$ cat config.mk
export PLATFORM = sky130hd
export DESIGN_NAME = trap_controller
export DESIGN_NICKNAME = d
export VERILOG_FILES = /design/src/rtl/trap_pkg.sv /design/src/rtl/trap_cause_mux.sv /design/src/rtl/trap_controller.sv
export SDC_FILE = /design/constraint.sdc
export NUM_CORES = 1
export LEC_CHECK = 0
export BUFFER_PORTS_ARGS = -buffer_cell sky130_fd_sc_hd__buf_4
export CAP_MARGIN = 20
export CORE_AREA = 2 2 251 253
export DETAILED_ROUTE_END_ITERATION = 7
export DIE_AREA = 0 0 253 255
export PLACE_DENSITY_LB_ADDON = 0.2
export SLEW_MARGIN = 20
export SYNTH_ARGS = -nofsm -noshare
export SYNTH_HDL_FRONTEND = slang
export SYNTH_SLANG_ARGS = --single-unit
export TNS_END_PERCENT = 5
$ cat constraint.sdc
create_clock -name i_clk -period 3.9 [get_ports i_clk]
set_input_delay 0.195 -clock i_clk [delete_from_list [all_inputs] [get_ports i_clk]]
set_output_delay 0.195 -clock i_clk [all_outputs]
set_load 0.01 [all_outputs]
$ cat src/rtl/trap_pkg.sv
// trap_pkg -- shared definitions for the trap controller slice.
//
// Holds the FSM state encoding, the mtval source-select constants and a
// helper that maps an exception code onto its mtval source.
// Exception codes and privilege encodings normally come from
// riscv_defines.vh. The guarded defaults below use the same RISC-V values
// so this slice also builds standalone.
// Build macro: TRAP_MTVAL_EN (mtval formation; see trap_controller.sv).

`ifndef XLEN_32b
  `define XLEN_32b 1
`endif
`ifndef XLEN_64b
  `define XLEN_64b 2
`endif
`ifndef NO_E
  `define NO_E 4'hF
`endif
`ifndef E_INSTR_MISALIGNED
  `define E_INSTR_MISALIGNED 4'd0
`endif
`ifndef E_INSTR_FAULT
  `define E_INSTR_FAULT 4'd1
`endif
`ifndef E_ILLEGAL_INSTR
  `define E_ILLEGAL_INSTR 4'd2
`endif
`ifndef E_BREAKPOINT
  `define E_BREAKPOINT 4'd3
`endif
`ifndef E_LOAD_MISALIGNED
  `define E_LOAD_MISALIGNED 4'd4
`endif
`ifndef E_LOAD_FAULT
  `define E_LOAD_FAULT 4'd5
`endif
`ifndef E_STORE_MISALIGNED
  `define E_STORE_MISALIGNED 4'd6
`endif
`ifndef E_STORE_FAULT
  `define E_STORE_FAULT 4'd7
`endif
`ifndef E_ECALL
  `define E_ECALL 4'd11
`endif
`ifndef USER
  `define USER 2'b00
`endif
`ifndef SUPERVISOR
  `define SUPERVISOR 2'b01
`endif
`ifndef MACHINE
  `define MACHINE 2'b11
`endif

package trap_pkg;

  typedef enum logic [2:0] {
    ST_IDLE     = 3'd0,
    ST_CAPTURE  = 3'd1,
    ST_REDIRECT = 3'd2,
    ST_MRET     = 3'd3,
    ST_SETTLE   = 3'd4
  } trap_state_e;

  typedef enum logic [1:0] {
    MTVAL_SRC_ZERO  = 2'd0,
    MTVAL_SRC_PC_F  = 2'd1,
    MTVAL_SRC_INSTR = 2'd2,
    MTVAL_SRC_ADDR  = 2'd3
  } mtval_src_e;

  // Which datapath value the trap reports in mtval for a given cause.
  function automatic mtval_src_e mtval_src(input logic [3:0] code);
    case (code)
      `E_INSTR_MISALIGNED: return MTVAL_SRC_PC_F;
      `E_ILLEGAL_INSTR:    return MTVAL_SRC_INSTR;
      `E_LOAD_MISALIGNED,
      `E_LOAD_FAULT,
      `E_STORE_MISALIGNED,
      `E_STORE_FAULT:      return MTVAL_SRC_ADDR;
      default:             return MTVAL_SRC_ZERO;
    endcase
  endfunction

endpackage

$ cat src/rtl/trap_cause_mux.sv
// trap_cause_mux -- combinational trap selection and CSR value formation.
//
// Ports:
//   i_exception_code_f/e  fetch / execute exception codes (`NO_E = none)
//   i_mret_e              MRET in execute
//   i_pc_f / i_pc_e       PCs of the F / E instructions
//   i_instr_f, i_alu_out_e  mtval sources (present only with TRAP_MTVAL_EN)
//   o_take_exc / o_take_mret  selected event (E exc > MRET > F exc)
//   o_mcause, o_mepc, o_mtval  values for the selected exception
// Build macro: TRAP_MTVAL_EN adds the mtval inputs and output.

module trap_cause_mux
  import trap_pkg::*;
#(
  parameter int W = 64
) (
  input  logic [3:0]   i_exception_code_f,
  input  logic [3:0]   i_exception_code_e,
  input  logic         i_mret_e,
  input  logic [W-1:0] i_pc_f,
  input  logic [W-1:0] i_pc_e,
`ifdef TRAP_MTVAL_EN
  input  logic [31:0]  i_instr_f,
  input  logic [W-1:0] i_alu_out_e,
  output logic [W-1:0] o_mtval,
`endif
  output logic         o_take_exc,
  output logic         o_take_mret,
  output logic [W-1:0] o_mcause,
  output logic [W-1:0] o_mepc
);

  logic       exc_e;
  logic       exc_f;
  logic [3:0] sel_code;

  assign exc_e = (i_exception_code_e != `NO_E);
  assign exc_f = (i_exception_code_f != `NO_E);

  // An E-stage trap masks MRET; MRET masks a younger F-stage trap.
  assign o_take_exc  = exc_e | (exc_f & ~i_mret_e);
  assign o_take_mret = ~exc_e & i_mret_e;

  assign sel_code = exc_e ? i_exception_code_e : i_exception_code_f;
  // Exceptions only: the interrupt bit (W-1) is always zero here.
  assign o_mcause = {{(W-4){1'b0}}, sel_code};
  assign o_mepc   = exc_e ? i_pc_e : i_pc_f;

`ifdef TRAP_MTVAL_EN
  always_comb begin
    o_mtval = '0;
    case (mtval_src(sel_code))
      MTVAL_SRC_PC_F:  o_mtval = i_pc_f;
      MTVAL_SRC_INSTR: o_mtval = {{(W-32){1'b0}}, i_instr_f};
      MTVAL_SRC_ADDR:  o_mtval = i_alu_out_e;
      default:         o_mtval = '0;
    endcase
  end
`endif

endmodule

$ cat src/rtl/trap_controller.sv
// trap_controller -- sequences exception entry and MRET return.
//
// Ports:
//   i_clk, i_rst_n          clock, asynchronous active-low reset
//   i_exception_code_f/e    F / E exception codes (`NO_E = none)
//   i_pc_f, i_pc_e, i_instr_f, i_alu_out_e  trap context
//   i_mret_e                MRET in execute
//   i_current_privilege, i_mstatus_mpp, i_mtvec, i_mepc  CSR state
//   o_flush_f/d/e           kill stage contents (combinational, IDLE only)
//   o_stall_f               freeze PC during CAPTURE / REDIRECT / MRET
//   o_csr_we + o_mcause/o_mepc/o_mtval/o_mpp_save  CSR update
//   o_priv_we + o_new_privilege  privilege update
//   o_redirect_valid + o_redirect_pc  PC override
//   o_disable_exceptions_1cc  exception mask for the settle cycle
//   o_busy                  FSM not in IDLE
//   o_fsm_state             FSM state for observation
// Build macro: TRAP_MTVAL_EN -- when undefined o_mtval is tied to zero and
// no tval register exists.
//
// Handshake: there is no backpressure. Events are sampled only in IDLE and
// are dropped otherwise; every strobe (csr_we, priv_we, redirect_valid,
// disable_exceptions_1cc) is a single-cycle pulse that consumers must take
// in the cycle it is high. Data outputs are only meaningful with their
// strobe.

module trap_controller
  import trap_pkg::*;
#(
  parameter int  XLEN = `XLEN_64b,
  localparam int W    = 1 << (XLEN + 4)
) (
  input  logic         i_clk,
  input  logic         i_rst_n,
  input  logic [3:0]   i_exception_code_f,
  input  logic [3:0]   i_exception_code_e,
  input  logic [W-1:0] i_pc_f,
  input  logic [W-1:0] i_pc_e,
  input  logic [31:0]  i_instr_f,
  input  logic [W-1:0] i_alu_out_e,
  input  logic         i_mret_e,
  input  logic [1:0]   i_current_privilege,
  input  logic [1:0]   i_mstatus_mpp,
  input  logic [W-1:0] i_mtvec,
  input  logic [W-1:0] i_mepc,
  output logic         o_flush_f,
  output logic         o_flush_d,
  output logic         o_flush_e,
  output logic         o_stall_f,
  output logic         o_csr_we,
  output logic [W-1:0] o_mcause,
  output logic [W-1:0] o_mepc,
  output logic [W-1:0] o_mtval,
  output logic [1:0]   o_mpp_save,
  output logic         o_priv_we,
  output logic [1:0]   o_new_privilege,
  output logic         o_redirect_valid,
  output logic [W-1:0] o_redirect_pc,
  output logic         o_disable_exceptions_1cc,
  output logic         o_busy,
  output logic [2:0]   o_fsm_state
);

  trap_state_e  state_q;
  logic         take_exc;
  logic         take_mret;
  logic         accept;
  logic [W-1:0] mcause_sel;
  logic [W-1:0] mepc_sel;

`ifdef TRAP_MTVAL_EN
  logic [W-1:0] mtval_sel;
  logic [W-1:0] tval_q;
`endif

  trap_cause_mux #(.W(W)) u_cause_mux (
    .i_exception_code_f (i_exception_code_f),
    .i_exception_code_e (i_exception_code_e),
    .i_mret_e           (i_mret_e),
    .i_pc_f             (i_pc_f),
    .i_pc_e             (i_pc_e),
`ifdef TRAP_MTVAL_EN
    .i_instr_f          (i_instr_f),
    .i_alu_out_e        (i_alu_out_e),
    .o_mtval            (mtval_sel),
`endif
    .o_take_exc         (take_exc),
    .o_take_mret        (take_mret),
    .o_mcause           (mcause_sel),
    .o_mepc             (mepc_sel)
  );

  // Flushes are gated by reset so every output is low while it is held.
  assign accept    = i_rst_n & (state_q == ST_IDLE);
  assign o_flush_f = accept & (take_exc | take_mret);
  assign o_flush_d = accept & (take_exc | take_mret);
  assign o_flush_e = accept & take_exc;

  assign o_stall_f   = (state_q == ST_CAPTURE) | (state_q == ST_REDIRECT) |
                       (state_q == ST_MRET);
  assign o_busy      = (state_q != ST_IDLE);
  assign o_fsm_state = state_q;

  // Strobes are registered one cycle ahead so each lands in the state that
  // owns it; data registers simply hold until the next accepted event.
  always_ff @(posedge i_clk or negedge i_rst_n) begin
    if (!i_rst_n) begin
      state_q                  <= ST_IDLE;
      o_csr_we                 <= 1'b0;
      o_mcause                 <= '0;
      o_mepc                   <= '0;
      o_mpp_save               <= 2'b00;
      o_priv_we                <= 1'b0;
      o_new_privilege          <= 2'b00;
      o_redirect_valid         <= 1'b0;
      o_redirect_pc            <= '0;
      o_disable_exceptions_1cc <= 1'b0;
    end else begin
      o_csr_we                 <= 1'b0;
      o_priv_we                <= 1'b0;
      o_redirect_valid         <= 1'b0;
      o_disable_exceptions_1cc <= 1'b0;
      case (state_q)
        ST_IDLE: begin
          if (take_exc) begin
            state_q         <= ST_CAPTURE;
            o_mcause        <= mcause_sel;
            o_mepc          <= mepc_sel;
            o_mpp_save      <= i_current_privilege;
            o_new_privilege <= `MACHINE;
            o_csr_we        <= 1'b1;
            o_priv_we       <= 1'b1;
          end else if (take_mret) begin
            state_q          <= ST_MRET;
            o_redirect_pc    <= i_mepc;
            o_new_privilege  <= i_mstatus_mpp;
            o_redirect_valid <= 1'b1;
            o_priv_we        <= 1'b1;
          end
        end
        ST_CAPTURE: begin
          state_q          <= ST_REDIRECT;
          // Direct mode only: the mode field in mtvec[1:0] is dropped.
          o_redirect_pc    <= {i_mtvec[W-1:2], 2'b00};
          o_redirect_valid <= 1'b1;
        end
        ST_REDIRECT, ST_MRET: begin
          state_q                  <= ST_SETTLE;
          o_disable_exceptions_1cc <= 1'b1;
        end
        ST_SETTLE: state_q <= ST_IDLE;
        default:   state_q <= ST_IDLE;
      endcase
    end
  end

`ifdef TRAP_MTVAL_EN
  always_ff @(posedge i_clk or negedge i_rst_n) begin
    if (!i_rst_n) begin
      tval_q <= '0;
    end else if ((state_q == ST_IDLE) && take_exc) begin
      tval_q <= mtval_sel;
    end
  end
  assign o_mtval = tval_q;

  logic unused_mtvec_mode;
  assign unused_mtvec_mode = ^i_mtvec[1:0];
`else
  assign o_mtval = '0;

  logic unused_tval_inputs;
  assign unused_tval_inputs = ^{i_instr_f, i_alu_out_e, i_mtvec[1:0]};
`endif

endmodule

# == After elaboration in Yosys (flattened, before gate mapping) ==
# Index checks and enable logic that the tools add are counted.
# totals
regBits,143
input_bits,367
out_inout_bits,272
word_cells,55
# classes
n_eq_ne,8
n_mux,18
bitwise_logic,11
n_reduce_logical,8
# op_table
op,count
2-to-1 mux 64 bit,3
case mux 64 bit (2 select lines),1
case mux 3 bit (3 select lines),1
"!= test 4 bit, second input constant",2
2-to-1 mux 1 bit,7
"equality test 3 x 2 -> 1 bit, second input constant",2
2-to-1 mux 3 bit,2
AND 1 bit,5
2-to-1 mux 2 bit,2
2-to-1 mux 4 bit,1
"!= test 2 bit, second input constant",2
bitwise OR 1 bit,4
AND reduction 2 bit,2
nonzero test 2 bit,2
"equality test 3 x 1 -> 1 bit, second input constant",1
zero test 3 bit,1
"!= test 3 bit, second input constant",1
AND reduction 3 bit,1
nonzero test 3 bit,1
NOT 1 bit,2
case mux 1 bit (2 select lines),1
OR reduction 2 bit,1

# == Depth between registers and ports, before layout ==
# logic_depth
ltp_word,6
depth_mapped,6
mapped_depth_nobuf,4

# == Modules after synthesis ==
# A second synthesis with hierarchy kept.
# unflattened
hier_cells,723
hier_area_um2,10528.8
# by_module_without_submodules
module,n_inst,cells_per_inst,area_each_um2,seq_area_each_um2
trap_controller,1,580,9186.3,5079.9
trap_cause_mux,1,143,1342.5,0.0

# == Worst setup path before layout ==
# No wires, ideal clock.
# synth_path
kind,reg2reg
startpoint,register state_q[1] (netlist: o_fsm_state[1])
endpoint,register o_redirect_pc[48]
setup_ns,0.128
arrival_ns,1.500
path_slack_ns,2.272
path_stages_with_launch,7
n_path_buf,2
period_less_slack_ns,1.628
cell_sequence,dfrtp_1 > nor3_4 > inv_2 > buf_6 > clkbuf_1 > nor4_1 > nor3_1
# synth_via
elab_chain_len,3
word_cells_on_any_way,7
# synth_lines
item,line_no,rtl
"start, declared",trap_controller.sv:63,trap_state_e state_q;
"start signal, assigned",trap_controller.sv:107,state_q <= ST_IDLE;
"start signal, assigned",trap_controller.sv:125,state_q <= ST_CAPTURE;
"start signal, assigned",trap_controller.sv:133,state_q <= ST_MRET;
equality test 3 x 1 -> 1 bit or zero test 3 bit (tied branches),trap_controller.sv:122,case (state_q)
nonzero test 2 bit (no source line) or != test 2 bit (tied branches),n/a,
AND reduction 3 bit (no source line),n/a,
"end signal, assigned",trap_controller.sv:134,o_redirect_pc <= i_mepc;
"end signal, assigned",trap_controller.sv:143,"o_redirect_pc <= {i_mtvec[W-1:2], 2'b00};"
"end, declared",trap_controller.sv:57,"output logic [W-1:0] o_redirect_pc,"
# Several ways; a longest one is shown, not always the timed one.
# A chain may end at the register's enable or synchronous reset.

# == Worst setup path in the final report ==
# layout_path
startpoint,register state_q[1] (netlist: o_fsm_state[1])
endpoint,register o_redirect_pc[34]
# Same word-level chain as after synthesis.

==> results.json <==
{
  "outcome": "completed",
  "synth-edff-count": 0,
  "syn_area_sq_um": 8280,
  "cts_tree": "built",
  "drv_slew": 0,
  "grt_overflow": 0,
  "areaGrowthSynthToFinish_pct": 68.1,
  "path_class": "flop to flop",
  "hold_path_class": "input port to flop",
  "clock_sinks": 143,
  "grt_pass1_wl_microns": 58800,
  "rsz0062_at_grt": "no",
  "required_ps": 4250,
  "die_w_microns": 253,
  "dp_hpwl_microns": 25900,
  "ir_drop_mv": 0.380,
  "period_share_pct": 79.0,
  "core_area_sq_um": 62200,
  "fp.dieArea_sq_um": 64500,
  "dpl_cell_area_sq_um": 11700,
  "worstMarginPinSlew_ps": 994,
  "fmax_mhz": 325,
  "ant_nets": 0,
  "synth-seq-area-share_pct": 43.2,
  "path_max_fanout": 65,
  "postLayoutCoreUtil_pct": 22.4,
  "setup_viol_count_final": 0,
  "antenna_found_initial": 0,
  "final_net_count": 1738,
  "gp_congestion": 0.714,
  "setup_tns_ps": 0,
  "htree_levels": 4,
  "synth_common_cells": "143 x dfrtp_1, 126 x nor4_1, 125 x buf_4",
  "start_util_pct": 13.3,
  "drive_gt1_share_pct": 34.5,
  "crit_chain": "nor3_4 > inv_4 > buf_12 > nor4_1 > nor3_1 > dlygate4sd3_1",
  "slew_headroom_pct": 33.5,
  "power_density_nw_per_um2": 721,
  "numCtsBuffers": 17,
  "clk_path_buf_depth": 2,
  "root_buffer": "clkbuf_16",
  "yosys.area.top_type": "dfrtp_1",
  "hold_viol_final": 0,
  "drt-initial-drc-count": 429,
  "skew_ps": 12.0,
  "io_buffers": 416,
  "wl_per_cell_microns": 18.6,
  "startpoint_type": "flop",
  "cp_slowest_stage_delay_ps": 640,
  "fillers": 6851,
  "yosys_warnings": 0,
  "maxCapViolCount": 0,
  "arrival_ps": 3430,
  "clk_latency_ps": 480,
  "synthMostInstantiatedCell": "dfrtp_1",
  "post-route-min-period_ps": 3080,
  "clk_pin_slew_ps": 70,
  "rows": 92,
  "syn_area_per_cell_sq_um": 9.61,
  "post-cts-setup-buffer-count": 0,
  "grt_pass1_vias": 9381,
  "grt_max_degree": 130,
  "post_drt_via_cell_ratio": 4.10,
  "vias": 8959,
  "crit_slowest_cell": "nor3_4",
  "synth_cell_type_count": 38,
  "fin_area_sq_um": 13900,
  "io-pin-count": 639,
  "antenna_cells": 0,
  "ys_ff_latch": 143,
  "grt_use_total_pct": 12.2,
  "wl_microns": 40600,
  "synth_cells": 862,
  "fp.dieH_microns": 255,
  "synthTopCellsByArea": "dfrtp_1 43%, buf_4 11%, nor4_1 9.5%",
  "drtPass1Iterations": 5,
  "async_flop_share_pct": 100,
  "remaining_drc_errors": 0,
  "synth_ff_type": "dfrtp_1",
  "yosysTopAreaCellShare_pct": 43.2,
  "end_kind": "flop",
  "p_leak_nw": 5.97
}
report_power, final:
group / total, mW / switching (mW) / leakage [nW] / internal (mW)
Clock: 1.87 / 0.787 / 0.305 / 1.08
Combinational: 5.36 / 2.79 / 3.95 / 2.57
Sequential: 2.81 / 0.555 / 1.72 / 2.26
Total: 10.0 / 4.13 / 5.97 / 5.90
per-stage QoR:
step	total power, mW	hold slack, ps	setup WS (ps)	std cells
2_1_floorplan	5.41	-101	2270	985
3_3_place_gp	7.75	133	982	1994
3_5_place_dp	7.72	133	920	1994
4_1_cts	10.2	0.423	681	2183
5_1_grt	10.7	21.9	618	2183
6_report	10.0	45.7	819	2183
cell families (layout without fill, tap and decap cells):
logic type	count (synthesis)	count (layout)	share of synthesized area, %
muxes	6	6	0.785
buffers and inverters	232	631	16.6
other	1	124	0.0453
AOI/OAI and AO/OA	205	205	19.6
DFF	143	143	43.2
and+or+nand+nor	275	275	19.8
cell usage in the layout (no fill, tap or decap), types with 3 or more instances in the layout:
cell type / n
dlygate4sd3_1: 157
inv_6: 4
a221o_1: 64
clkbuf_16: 17
nand2b_1: 65
a211oi_1: 62
buf_12: 3
conb_1: 124
dfrtp_1: 142
o22ai_1: 62
bufinv_16: 4
inv_1: 6
mux2_1: 3
nand2_1: 3
a31oi_1: 3
clkinv_4: 3
nor2_1: 5
buf_4: 430
nor4_1: 126
nor2b_1: 3
nor3_1: 63
flip-flops by register name (all words and copies together), names as in the netlist:
signal and count:
o_redirect_valid 1, o_priv_we 1, o_mepc 64, o_new_privilege 2, o_fsm_state 3, o_mcause 4, o_mpp_save 2, o_csr_we 1
o_disable_exceptions_1cc 1, o_redirect_pc 64
worst paths after layout:
kind                                            start                             to  slack, ps  depth (start not counted)
min in group asynchronous                     i_rst_n  o_redirect_pc[37]$_DFFE_PN0P_        200                          2
max                        o_fsm_state[1]$_DFFE_PN0P_  o_redirect_pc[34]$_DFFE_PN0P_        820                          6
max reg2reg                o_fsm_state[1]$_DFFE_PN0P_  o_redirect_pc[34]$_DFFE_PN0P_        820                          6
min reg2reg                 o_mpp_save[0]$_DFFE_PN0P_      o_mpp_save[0]$_DFFE_PN0P_        490                          1
max in group asynchronous                     i_rst_n         o_mepc[10]$_DFFE_PN0P_       2410                          3
min                                         i_mepc[0]   o_redirect_pc[0]$_DFFE_PN0P_         50                          3
layout make-up:
type	instances	area [sq um]	area share [%]
Sequential cell	143	3580	25.7
Clock buffer	17	425	3.05
Tap cell	799	1000	7.18
Timing Repair Buffer	591	4870	35.0
Clock inverter	15	206	1.48
Inverter	8	32.5	0.234
Multi-Input combinational cell	610	3810	27.4
metal layers:
| layer | up-vias | wire [microns] | global-route usage [%] |
|---|---|---|---|
| met3 | 35 | 3180 | 3.98 |
| li1 | 4105 | - | - |
| met5 | - | 0 | 0 |
| met1 | 4413 | 16900 | 14.5 |
| met2 | 406 | 19700 | 20.6 |
| met4 | 0 | 775 | 4.36 |
repair_timing:
item | 4_1_cts | 5_1_grt
endpoints found under the hold margin | 156 | 0
gates resized for setup | 0 | 0
hold buffers | 157 | 0
worst max-delay path, delay by kind of cell (launching register included):
family,cells,cell delay (ps)
flip-flops,1,530
AND/OR/NAND/NOR,3,1120
buffers and inverters,3,1240
No activity file was read; power rests on OpenSTA's default activity.
